--- config.mk ---
export PLATFORM = sky130hd
export DESIGN_NAME = digital_clock
export DESIGN_NICKNAME = d
export VERILOG_FILES = /design/src/rtl/digital_clock.sv
export SDC_FILE = /design/constraint.sdc
export NUM_CORES = 1
export LEC_CHECK = 0
export ABC_AREA = 1
export CAP_MARGIN = 5
export CORE_MARGIN = 10
export CORE_UTILIZATION = 45
export CTS_CLUSTER_DIAMETER = 80
export CTS_CLUSTER_SIZE = 14
export DETAILED_ROUTE_END_ITERATION = 12
export GPL_TIMING_DRIVEN = 0
export PLACE_DENSITY_LB_ADDON = 0.12
export RECOVER_POWER = 25
export SLEW_MARGIN = 5
export SYNTH_ARGS = -nofsm -noshare
export SYNTH_HDL_FRONTEND = slang
export SYNTH_SLANG_ARGS = --single-unit
--- constraint.sdc ---
create_clock -name Clk_1sec -period 3.6 [get_ports Clk_1sec]
set_input_delay 0.36 -clock Clk_1sec [delete_from_list [all_inputs] [get_ports Clk_1sec]]
set_output_delay 0.36 -clock Clk_1sec [all_outputs]
set_load 0.01 [all_outputs]
--- src/rtl/digital_clock.sv ---
// digital_clock: 12-hour time-of-day clock with AM/PM, time-set load,
// combinational alarm compare and an independent 0..15 h stopwatch.
// One rising edge of Clk_1sec is one second.
module digital_clock (
  output logic [5:0] seconds_out,
  output logic [5:0] minutes_out,
  output logic [3:0] hours_out,
  output logic       am_pm_out,
  output logic [3:0] stopwatch_hours_out,
  output logic [5:0] stopwatch_minutes_out,
  output logic [5:0] stopwatch_seconds_out,
  output logic       alarm_ring_out,
  input  logic       Clk_1sec,
  input  logic       reset_in,
  input  logic       set_time_in,
  input  logic [3:0] set_hour_in,
  input  logic [5:0] set_minute_in,
  input  logic       set_ampm_in,
  input  logic [3:0] alarm_hour_in,
  input  logic [5:0] alarm_minute_in,
  input  logic       alarm_ampm_in,
  input  logic       stopwatch_on_in,
  input  logic       stopwatch_reset_in
);

  logic [5:0] r_sec;
  logic [5:0] r_min;
  logic [3:0] r_hour;
  logic       r_ampm;
  logic [5:0] r_sw_sec;
  logic [5:0] r_sw_min;
  logic [3:0] r_sw_hour;

  logic [5:0] w_sec_next;
  logic [5:0] w_min_next;
  logic [3:0] w_hour_next;
  logic       w_ampm_next;
  logic [3:0] w_load_hour;
  logic [5:0] w_load_min;
  logic [5:0] w_sw_sec_next;
  logic [5:0] w_sw_min_next;
  logic [3:0] w_sw_hour_next;
  logic       w_alarm_hour_valid;

  // 12-hour sequence: 12 -> 1, 1..10 -> +1, 11 -> 12; anything else recovers to 12.
  function automatic logic [3:0] next_hour(input logic [3:0] h);
    logic [3:0] n;
    case (h)
      4'd12:   n = 4'd1;
      4'd11:   n = 4'd12;
      4'd1, 4'd2, 4'd3, 4'd4, 4'd5,
      4'd6, 4'd7, 4'd8, 4'd9, 4'd10:
               n = h + 4'd1;
      default: n = 4'd12;
    endcase
    return n;
  endfunction

  // Clamp the load fields: out-of-range hour loads 12, out-of-range minute loads 0.
  always_comb begin
    w_load_hour = set_hour_in;
    w_load_min  = set_minute_in;
    if ((set_hour_in == 4'd0) || (set_hour_in > 4'd12)) begin
      w_load_hour = 4'd12;
    end else begin
      w_load_hour = set_hour_in;
    end
    if (set_minute_in > 6'd59) begin
      w_load_min = 6'd0;
    end else begin
      w_load_min = set_minute_in;
    end
  end

  // Time-of-day increment; AM/PM flips only when 11:59:59 rolls to 12:00:00.
  always_comb begin
    w_sec_next  = r_sec + 6'd1;
    w_min_next  = r_min;
    w_hour_next = r_hour;
    w_ampm_next = r_ampm;
    if (r_sec >= 6'd59) begin
      w_sec_next = 6'd0;
      if (r_min >= 6'd59) begin
        w_min_next  = 6'd0;
        w_hour_next = next_hour(r_hour);
        if (r_hour == 4'd11) begin
          w_ampm_next = ~r_ampm;
        end else begin
          w_ampm_next = r_ampm;
        end
      end else begin
        w_min_next = r_min + 6'd1;
      end
    end else begin
      w_sec_next = r_sec + 6'd1;
    end
  end

  // Stopwatch increment with 15:59:59 -> 0:00:00 wrap.
  always_comb begin
    w_sw_sec_next  = r_sw_sec + 6'd1;
    w_sw_min_next  = r_sw_min;
    w_sw_hour_next = r_sw_hour;
    if (r_sw_sec >= 6'd59) begin
      w_sw_sec_next = 6'd0;
      if (r_sw_min >= 6'd59) begin
        w_sw_min_next = 6'd0;
        if (r_sw_hour == 4'd15) begin
          w_sw_hour_next = 4'd0;
        end else begin
          w_sw_hour_next = r_sw_hour + 4'd1;
        end
      end else begin
        w_sw_min_next = r_sw_min + 6'd1;
      end
    end else begin
      w_sw_sec_next = r_sw_sec + 6'd1;
    end
  end

  // Time registers: reset > load > increment.
  always_ff @(posedge Clk_1sec) begin
    if (reset_in) begin
      r_sec  <= 6'd0;
      r_min  <= 6'd0;
      r_hour <= 4'd12;
      r_ampm <= 1'b0;
    end else if (set_time_in) begin
      r_sec  <= 6'd0;
      r_min  <= w_load_min;
      r_hour <= w_load_hour;
      r_ampm <= set_ampm_in;
    end else begin
      r_sec  <= w_sec_next;
      r_min  <= w_min_next;
      r_hour <= w_hour_next;
      r_ampm <= w_ampm_next;
    end
  end

  // Stopwatch registers: reset > stopwatch clear > count > hold.
  always_ff @(posedge Clk_1sec) begin
    if (reset_in || stopwatch_reset_in) begin
      r_sw_sec  <= 6'd0;
      r_sw_min  <= 6'd0;
      r_sw_hour <= 4'd0;
    end else if (stopwatch_on_in) begin
      r_sw_sec  <= w_sw_sec_next;
      r_sw_min  <= w_sw_min_next;
      r_sw_hour <= w_sw_hour_next;
    end else begin
      r_sw_sec  <= r_sw_sec;
      r_sw_min  <= r_sw_min;
      r_sw_hour <= r_sw_hour;
    end
  end

  // Alarm matches the whole minute; an alarm hour outside 1..12 never matches.
  always_comb begin
    w_alarm_hour_valid = (alarm_hour_in >= 4'd1) && (alarm_hour_in <= 4'd12);
    alarm_ring_out     = w_alarm_hour_valid &&
                         (r_hour == alarm_hour_in) &&
                         (r_min == alarm_minute_in) &&
                         (r_ampm == alarm_ampm_in);
  end

  assign seconds_out           = r_sec;
  assign minutes_out           = r_min;
  assign hours_out             = r_hour;
  assign am_pm_out             = r_ampm;
  assign stopwatch_hours_out   = r_sw_hour;
  assign stopwatch_minutes_out = r_sw_min;
  assign stopwatch_seconds_out = r_sw_sec;

endmodule

== Word-level counts from Yosys, hierarchy flattened ==
Index checks and enable logic that the tools add are counted.

* Mux-type cells: 16
* Add/subtract/negate cells: 6
* Reductions and logical operators: 16
* $lt $le $gt $ge: 8
* Bitwise gates (word level): 1
* Equality and inequality tests: 16

{| class="wikitable"
|+ Operators by type and width
! operator !! number
|-
| 2-to-1 mux 6 bit || 6
|-
| adder 6 x 1 -> 6 bit, second input constant || 4
|-
| equality test 4 bit, second input constant || 6
|-
| greater-or-equal comparator 6 bit, second input constant || 4
|-
| 2-to-1 mux 4 bit || 5
|-
| equality test 4 x 3 -> 1 bit, second input constant || 4
|-
| OR reduction 10 bit || 1
|-
| adder 4 x 1 -> 4 bit, second input constant || 2
|-
| equality test 4 x 2 -> 1 bit, second input constant || 2
|-
| one-hot mux 4 bit (2 select lines) || 1
|-
| equality test 6 bit || 1
|-
| > comparator 6 bit, second input constant || 1
|-
| AND reduction 3 bit || 2
|-
| nonzero test 2 bit || 3
|-
| equality test 4 x 1 -> 1 bit, second input constant || 1
|-
| equality test 4 bit || 1
|-
| greater-or-equal comparator 4 x 1 -> 1 bit, second input constant || 1
|-
| > comparator 4 bit, second input constant || 1
|-
| less-or-equal comparator 4 bit, second input constant || 1
|-
| logical AND 1 bit || 4
|-
| zero test 4 bit || 1
|-
| 2-to-1 mux 1 bit || 4
|-
| AND reduction 2 bit || 2
|-
| OR reduction 3 bit || 1
|-
| other kinds (3) || 4
|}

* Bits of input ports: 27
* Bits in registers: 33

== Logic depth before layout (Yosys ltp) ==
Gate-level depths: netlist (run 1).

* Depth after elaboration: 6
* Gate-level depth with buffers: 10
* Gate-level depth less buffers: 10

== Least setup slack after synthesis (run 1) ==
No wires, ideal clock.

* Path type: register to output
* Start: register r_hour[0] (netlist: hours_out[0])
* End: output port alarm_ring_out
* Buffers on the path: 0
* Stages on the path, launching flop included: 7
* Data arrival time: 1.031 ns
* Slack: 2.209 ns
* Cells stage by stage: dfxtp_1 -> inv_1 -> nand2_1 -> o21ai_0 -> nor2_1 -> nand4_1 -> nor2_1

* Word-level cells in the longest chain between the ends: 4

{| class="wikitable"
|+ Ends and longest elaborated chain
! item !! line !! RTL
|-
| start, declared || 28 || <nowiki>logic [3:0] r_hour;</nowiki>
|-
| start signal, assigned || 131 || <nowiki>r_hour <= w_load_hour;</nowiki>
|-
| start signal, assigned || 136 || <nowiki>r_hour <= w_hour_next;</nowiki>
|-
| equality test 4 bit || 162 || <nowiki>(r_hour == alarm_hour_in) &&</nowiki>
|-
| logical AND 1 bit || 161 || <nowiki>alarm_ring_out = w_alarm_hour_valid &&</nowiki>
|-
| logical AND 1 bit || 162 ||
|-
| logical AND 1 bit || 163 || <nowiki>(r_min == alarm_minute_in) &&</nowiki>
|-
| end, declared || 12 || <nowiki>output logic alarm_ring_out,</nowiki>
|}

No other way between the ends.

== Worst setup path in the final report (run 1) ==
Ends and elaborated chain as after synthesis.

==> results_dict.tcl, run 1 <==
set metrics [dict create \
    numCtsBuffers 5 \
    vias_per_cell 4.96 \
    dr.pass1.iters 4 \
    pwrdens_nw_per_um2 295 \
    max-slew-margin-rel 0.707 \
    cts_hold_buffers 0 \
    drt.antenna.violating_nets 0 \
    p_seq_frac 0.474 \
    critical_path.startpoint_type "flip-flop" \
    worst_ir_drop_on_vdd_mv 0.189 \
    clkLatencyLatePin_ps 290 \
    globalRouteTotalUtil 0.140 \
    p_sw_uw 234 \
    synth.yosys.seq_area_share 0.323 \
    synth_area_sq_um 2050 \
    synthesis.instances 297 \
    power_switching_share 0.286 \
    yosys.area_share.xor_xnor 0.0684 \
    areaGrowthSynthToFinish_pct 35.4 \
    worstHoldEndpoint "stopwatch_minutes_out[5]$_SDFFE_PP0P_" \
    timing.critical_path.buf_inv 2 \
    static-leakage-power_nw 1.14 \
    layout_min_cycle_time_ps 2230 \
    power.clock.fraction 0.336 \
    critPathRequiredTime_ps 3240 \
    cp_cell_instances "inv_1 -> nand2_1 -> o21ai_0 -> nor2_1 -> nand4_1 -> nor2_1 -> clkdlybuf4s50_1" \
    number_of_design_rule_violations_left_by_the_first_detailed_router_iteration 98 \
    clkTransAtPathRegs_ps 70 \
    timing.critical_path.slowest_cell_delay_ps 540 \
    tightest_slew_ps 437 \
    rsz0062_at_grt "false" \
    post_synth_main_area_contributors "sky130_fd_sc_hd__dfxtp_1 (32%), sky130_fd_sc_hd__nand2_1 (11%), sky130_fd_sc_hd__nor2_1 (9.3%)" \
    post_drt_wl_per_cell_um 12.2 \
    synthAdderAreaFrac 0.0550 \
    detailed_place.area_sq_um 2700 \
    cts_root_buffer "sky130_fd_sc_hd__clkbuf_8" \
    io_pins 61 \
    worst_r2r_path_depth 9 \
    asyncSetResetFlopFracSynth 0 \
    cts.sink_count 33 \
    cell_count_along_the_critical_path 7 \
    run_status "complete, no violations" \
    cpLargestDelayFamily "buffers and inverters" \
    max-clock-path-buffers 2 \
    timing.hold.worst.class "reg2reg" \
    postSynthRegisterBits 33 \
    timing.final.setup_violations 0 \
    placement_rows 24 \
    clock_skew_ps 5.14 \
    min_delay_path_depth 2 \
    count_of_flip_flops_with_a_built_in_enable_after_synthesis 0 \
    critical_path_arrival_ps 1870 \
    layout.nets 399 \
    maxCapViolCount 0 \
    path_max_fanout 7 \
    antenna-diode-count 0 \
    netlist.area_leader.share 0.323 \
    synth.distinct_cells 32 \
    crit_path_end_kind "output port" \
    synth_simple_gate_area_share 0.391 \
    clock.fmax_mhz 448 \
    fin_crit_sh 0.620 \
    grt_start_max_net_pins 12 \
    critical_path_class "reg2out" \
    finalHoldViolations 0 \
    via_count_of_the_first_global_routing_pass 2030 \
    worst_min_path_start "stopwatch_minutes_out[5]$_SDFFE_PP0P_" \
    internal-power_uw 585 \
    globalRoute.totalOverflow 0 \
    gp_routability_congestion 0.873 \
    finalWirelength_um 5090 \
    post-synth-top-area-cell "sky130_fd_sc_hd__dfxtp_1" \
    finish.cell_count_without_fillers 416 \
    buffers_inserted_during_post_cts_setup_optimization 0 \
    timing.rr.end "minutes_out[4]$_SDFFE_PP0P_" \
    most_frequent_cell_after_synthesis "sky130_fd_sc_hd__nand2_1" \
    worst_path_max_delay_cell "sky130_fd_sc_hd__clkdlybuf4s50_1" \
    initial_core_util 0.467 \
    cp_common_cell "sky130_fd_sc_hd__nor2_1" \
    worst_r2r_startpoint "seconds_out[0]$_SDFF_PP0_" \
    synth_top_family_by_area "simple AND/OR/NAND/NOR gates" \
    hpwl_um 4020 \
    yosysWarningCount 0 \
    setup_tns_ps 0 \
    placed_cells 408 \
    synth-compound-area-share 0.0874 \
    grt_antenna_before_repair 0 \
    share_of_final_layout_standard_cells_stronger_than_drive_strength_1 0.0824 \
    placeableCoreArea_sq_um 4380 \
    drt_drc_violations_left 0 \
    cts_tree "built" \
    cts_resized 0 \
    synthMuxAreaShare 0 \
    primary_ff_master_synth "sky130_fd_sc_hd__dfxtp_1" \
    postSynthNetCount 333 \
    port-buffer-count 59 \
    grt_pass1_wl_um 8800 \
    ctsHtreeMaxLevel 2 \
    avgSynthCellArea_sq_um 6.90 \
    floorplan.die.width_um 87.5 \
    timing.reg2reg.setup_slack_ps 1920 \
    synth_top_cells_by_count "sky130_fd_sc_hd__nand2_1 (58), sky130_fd_sc_hd__nor2_1 (51), sky130_fd_sc_hd__dfxtp_1 (33)" \
    slew_viol_final 0 \
    comb_power_share 0.190 \
    die_area_sq_um 7650 \
    final_cell_area_sq_um 2770 \
    dr_total_vias 2065 \
    die_height_um 87.5 \
]
[worst reg2reg max path, stage by stage (launching register included)]
cell	delay [ps]
sky130_fd_sc_hd__dfxtp_1	380
sky130_fd_sc_hd__ha_1	210
sky130_fd_sc_hd__inv_1	50
sky130_fd_sc_hd__nand2_1	70
sky130_fd_sc_hd__nand2_1	50
sky130_fd_sc_hd__nand2_1	170
sky130_fd_sc_hd__clkbuf_1	370
sky130_fd_sc_hd__nand2_1	100
sky130_fd_sc_hd__a21oi_1	130
sky130_fd_sc_hd__nor2_1	50
[worst max-delay path by stage]
stage,start,to
after detailed placement,alarm_hour_in[1],alarm_ring_out
after global placement,alarm_hour_in[1],alarm_ring_out
after CTS,alarm_hour_in[1],alarm_ring_out
after global routing,hours_out[1]$_SDFFE_PP0P_,alarm_ring_out
final,hours_out[0]$_SDFFE_PP0P_,alarm_ring_out
after floorplan,hours_out[0]$_SDFFE_PP0P_,alarm_ring_out
[cells in the final DEF (no fill, tap or decap), drive strengths merged, types with 2 or more instances in the layout]
master / n
a21oi: 15
buf: 3
clkbuf: 6
clkdlybuf4s50: 58
clkinv: 2
dfxtp: 33
ha: 9
inv: 33
nand2: 65
nand3: 32
nand3b: 2
nand4: 7
nor2: 56
nor3: 3
nor3b: 2
o21ai: 15
or2: 2
xnor2: 4
xor2: 12
[kinds of logic (layout without fill, tap and decap cells)]
| family | after synthesis | count (layout) |
|---|---|---|
| XOR/XNOR | 16 | 16 |
| AND/OR/NAND/NOR | 169 | 169 |
| flip-flops | 33 | 33 |
| AO/OA/AOI/OAI | 33 | 33 |
| adder cells (fa/ha/maj) | 9 | 9 |
| buffers and inverters | 37 | 104 |
[metrics by stage]
stage	hold WS (ps)	util	power, mW	worst slack (ps)
final	464	0.632	0.819	1370
after global routing	487	0.632	0.866	1150
after CTS	470	0.636	0.832	1360
after detailed placement	455	0.617	0.555	1370
after global placement	445	0.617	0.552	1400
after floorplan	456	-	0.482	2210
[sequential cells by signal, indices dropped and copies added, names as in the netlist]
signal,flops
am_pm_out,1
hours_out,4
minutes_out,6
seconds_out,6
stopwatch_hours_out,4
stopwatch_minutes_out,6
stopwatch_seconds_out,6
[power groups by stage]
stage               Combinational [mW]  Sequential, mW  Clock [mW]
floorplan                       0.0840           0.398           0
global placement                 0.156           0.396           0
detailed placement               0.158           0.397           0
CTS                              0.159           0.388       0.285
global route                     0.175           0.390       0.300
finish                           0.155           0.388       0.275
[per-layer routing]
layer | wire, um | track usage | vias to the layer above
li1 | - | - | 1092
met1 | 2210 | 0.155 | 910
met4 | 80 | 0.0522 | 0
met2 | 2360 | 0.231 | 56
met5 | 0 | 0 | -
met3 | 449 | 0.0609 | 7
[final cells by class]
type	instances	area [sq um]
fill	431	1610
clock inverter	3	17.5
inverter	33	129
clock buffer	5	68.8
timing repair buffer	59	591
sequential	33	661
buffer	4	18.8
multi-input combinational	227	1220
tap	52	65.1
(Power assumes the default switching activity.)
==> run 2: changes to the inputs <==
Clock period 3.6 ns to 2.2 ns, I/O delays scaled along.
==> results_dict.tcl, run 2 (synthesis gave the netlist of run 1 again) <==
set metrics [dict create \
    timing.final.setup_violations 0 \
    gp_routability_congestion 0.873 \
    grt_pass1_wl_um 8800 \
    die_area_sq_um 7650 \
    number_of_design_rule_violations_left_by_the_first_detailed_router_iteration 117 \
    share_of_final_layout_standard_cells_stronger_than_drive_strength_1 0.0907 \
    setup_tns_ps 0 \
    worst_ir_drop_on_vdd_mv 0.309 \
    mostFrequentLayoutCells "sky130_fd_sc_hd__nand2_1 (60), sky130_fd_sc_hd__clkdlybuf4s50_1 (54), sky130_fd_sc_hd__nor2_1 (51)" \
    drt_drc_violations_left 0 \
    clkTransAtPathRegs_ps 70 \
    critical_path.startpoint_type "flip-flop" \
    ctsHtreeMaxLevel 2 \
    vias_per_cell 4.97 \
    max-clock-path-buffers 2 \
    post_drt_wl_per_cell_um 12.3 \
    slew_viol_final 0 \
    layout.nets 399 \
    numCtsBuffers 5 \
    critical_path_class "reg2out" \
    timing.hold.ws_ps 330 \
    clock.fmax_mhz 497 \
    via_count_of_the_first_global_routing_pass 2030 \
    antenna-diode-count 0 \
    cts_tree "built" \
    finish.cell_count_without_fillers 416 \
    worst_r2r_path_depth 8 \
    placeableCoreArea_sq_um 4380 \
    grt_start_max_net_pins 12 \
    finalHoldViolations 0 \
    floorplan.die.width_um 87.5 \
    final_common_cell "sky130_fd_sc_hd__nand2_1" \
    io_pins 61 \
    detailed_place.area_sq_um 2700 \
    finalWirelength_um 5120 \
    initial_core_util 0.467 \
    critical_path_arrival_ps 1790 \
    port-buffer-count 59 \
    globalRouteTotalUtil 0.140 \
    cts.sink_count 33 \
    cts_resized 0 \
    placement_rows 24 \
    tightest_slew_ps 282 \
    maxCapViolCount 0 \
    globalRoute.totalOverflow 0 \
    timing.hold.worst.class "in2reg" \
    static-leakage-power_nw 1.12 \
    layout_min_cycle_time_ps 2010 \
    cts_hold_buffers 0 \
    buffers_inserted_during_post_cts_setup_optimization 0 \
    dr.pass1.iters 6 \
    die_height_um 87.5 \
    run_status "complete, no violations" \
    max-slew-margin-rel 0.812 \
    path_max_fanout 5 \
    pwrdens_nw_per_um2 484 \
    final_core_util 0.633 \
    hpwl_um 4020 \
    grt_antenna_before_repair 0 \
    drt.antenna.violating_nets 0 \
    critPathRequiredTime_ps 1980 \
    cts_root_buffer "sky130_fd_sc_hd__clkbuf_8" \
    fin_crit_sh 0.914 \
    crit_path_end_kind "output port" \
    rsz0062_at_grt "false" \
    placed_cells 408 \
    clkLatencyLatePin_ps 290 \
    clock_skew_ps 4.96 \
    min_delay_path_depth 3 \
    final_cell_area_sq_um 2780 \
    areaGrowthSynthToFinish_pct 35.6 \
    dr_total_vias 2066 \
]
-- run 2: through the flow --
stage	setup WS, ps	total power [mW]
floorplan	827	0.789
global placement	280	0.903
detailed placement	252	0.908
CTS	106	1.36
global route	8.79	1.42
finish	189	1.34
-- run 2: power by group --
part	internal [mW]	total [mW]	switching (mW)
registers	0.614	0.636	0.0216
logic	0.126	0.256	0.130
clock network	0.218	0.452	0.234
total	0.959	1.34	0.386
-- run 2: worst paths after layout --
path                                               from  slack [ps]                                    end
setup / recovery            minutes_out[4]$_SDFFE_PP0P_         190                         alarm_ring_out
hold / removal                              set_time_in         330            minutes_out[3]$_SDFFE_PP0P_
setup reg to reg  stopwatch_seconds_out[0]$_SDFFE_PP0P_         410  stopwatch_minutes_out[4]$_SDFFE_PP0P_
hold reg to reg   stopwatch_minutes_out[5]$_SDFFE_PP0P_         460  stopwatch_minutes_out[5]$_SDFFE_PP0P_
-- run 2: final cells by class --
cell class	instances	area, sq um
tap	52	65.1
sequential	33	663
clock buffer	5	68.8
inverter	33	128
clock inverter	3	17.5
buffer	4	26.3
timing repair buffer	59	591
fill	429	1610
multi-input combinational	227	1220
-- run 2: routing by layer --
layer  track usage  vias to the layer above  wire length [um]
met1         0.155                      913              2260
met2         0.231                       52              2340
met5             0                        -                 0
met3        0.0609                        8               425
li1              -                     1093                 -
met4        0.0522                        0                92
-- run 2: critical path, stage by stage (launching register included) --
cell,delay [ps]
sky130_fd_sc_hd__dfxtp_1,410
sky130_fd_sc_hd__inv_1,90
sky130_fd_sc_hd__nand2_1,70
sky130_fd_sc_hd__o21ai_0,70
sky130_fd_sc_hd__nor2_1,110
sky130_fd_sc_hd__nand4_1,90
sky130_fd_sc_hd__nor2_1,110
sky130_fd_sc_hd__clkdlybuf4s50_1,540
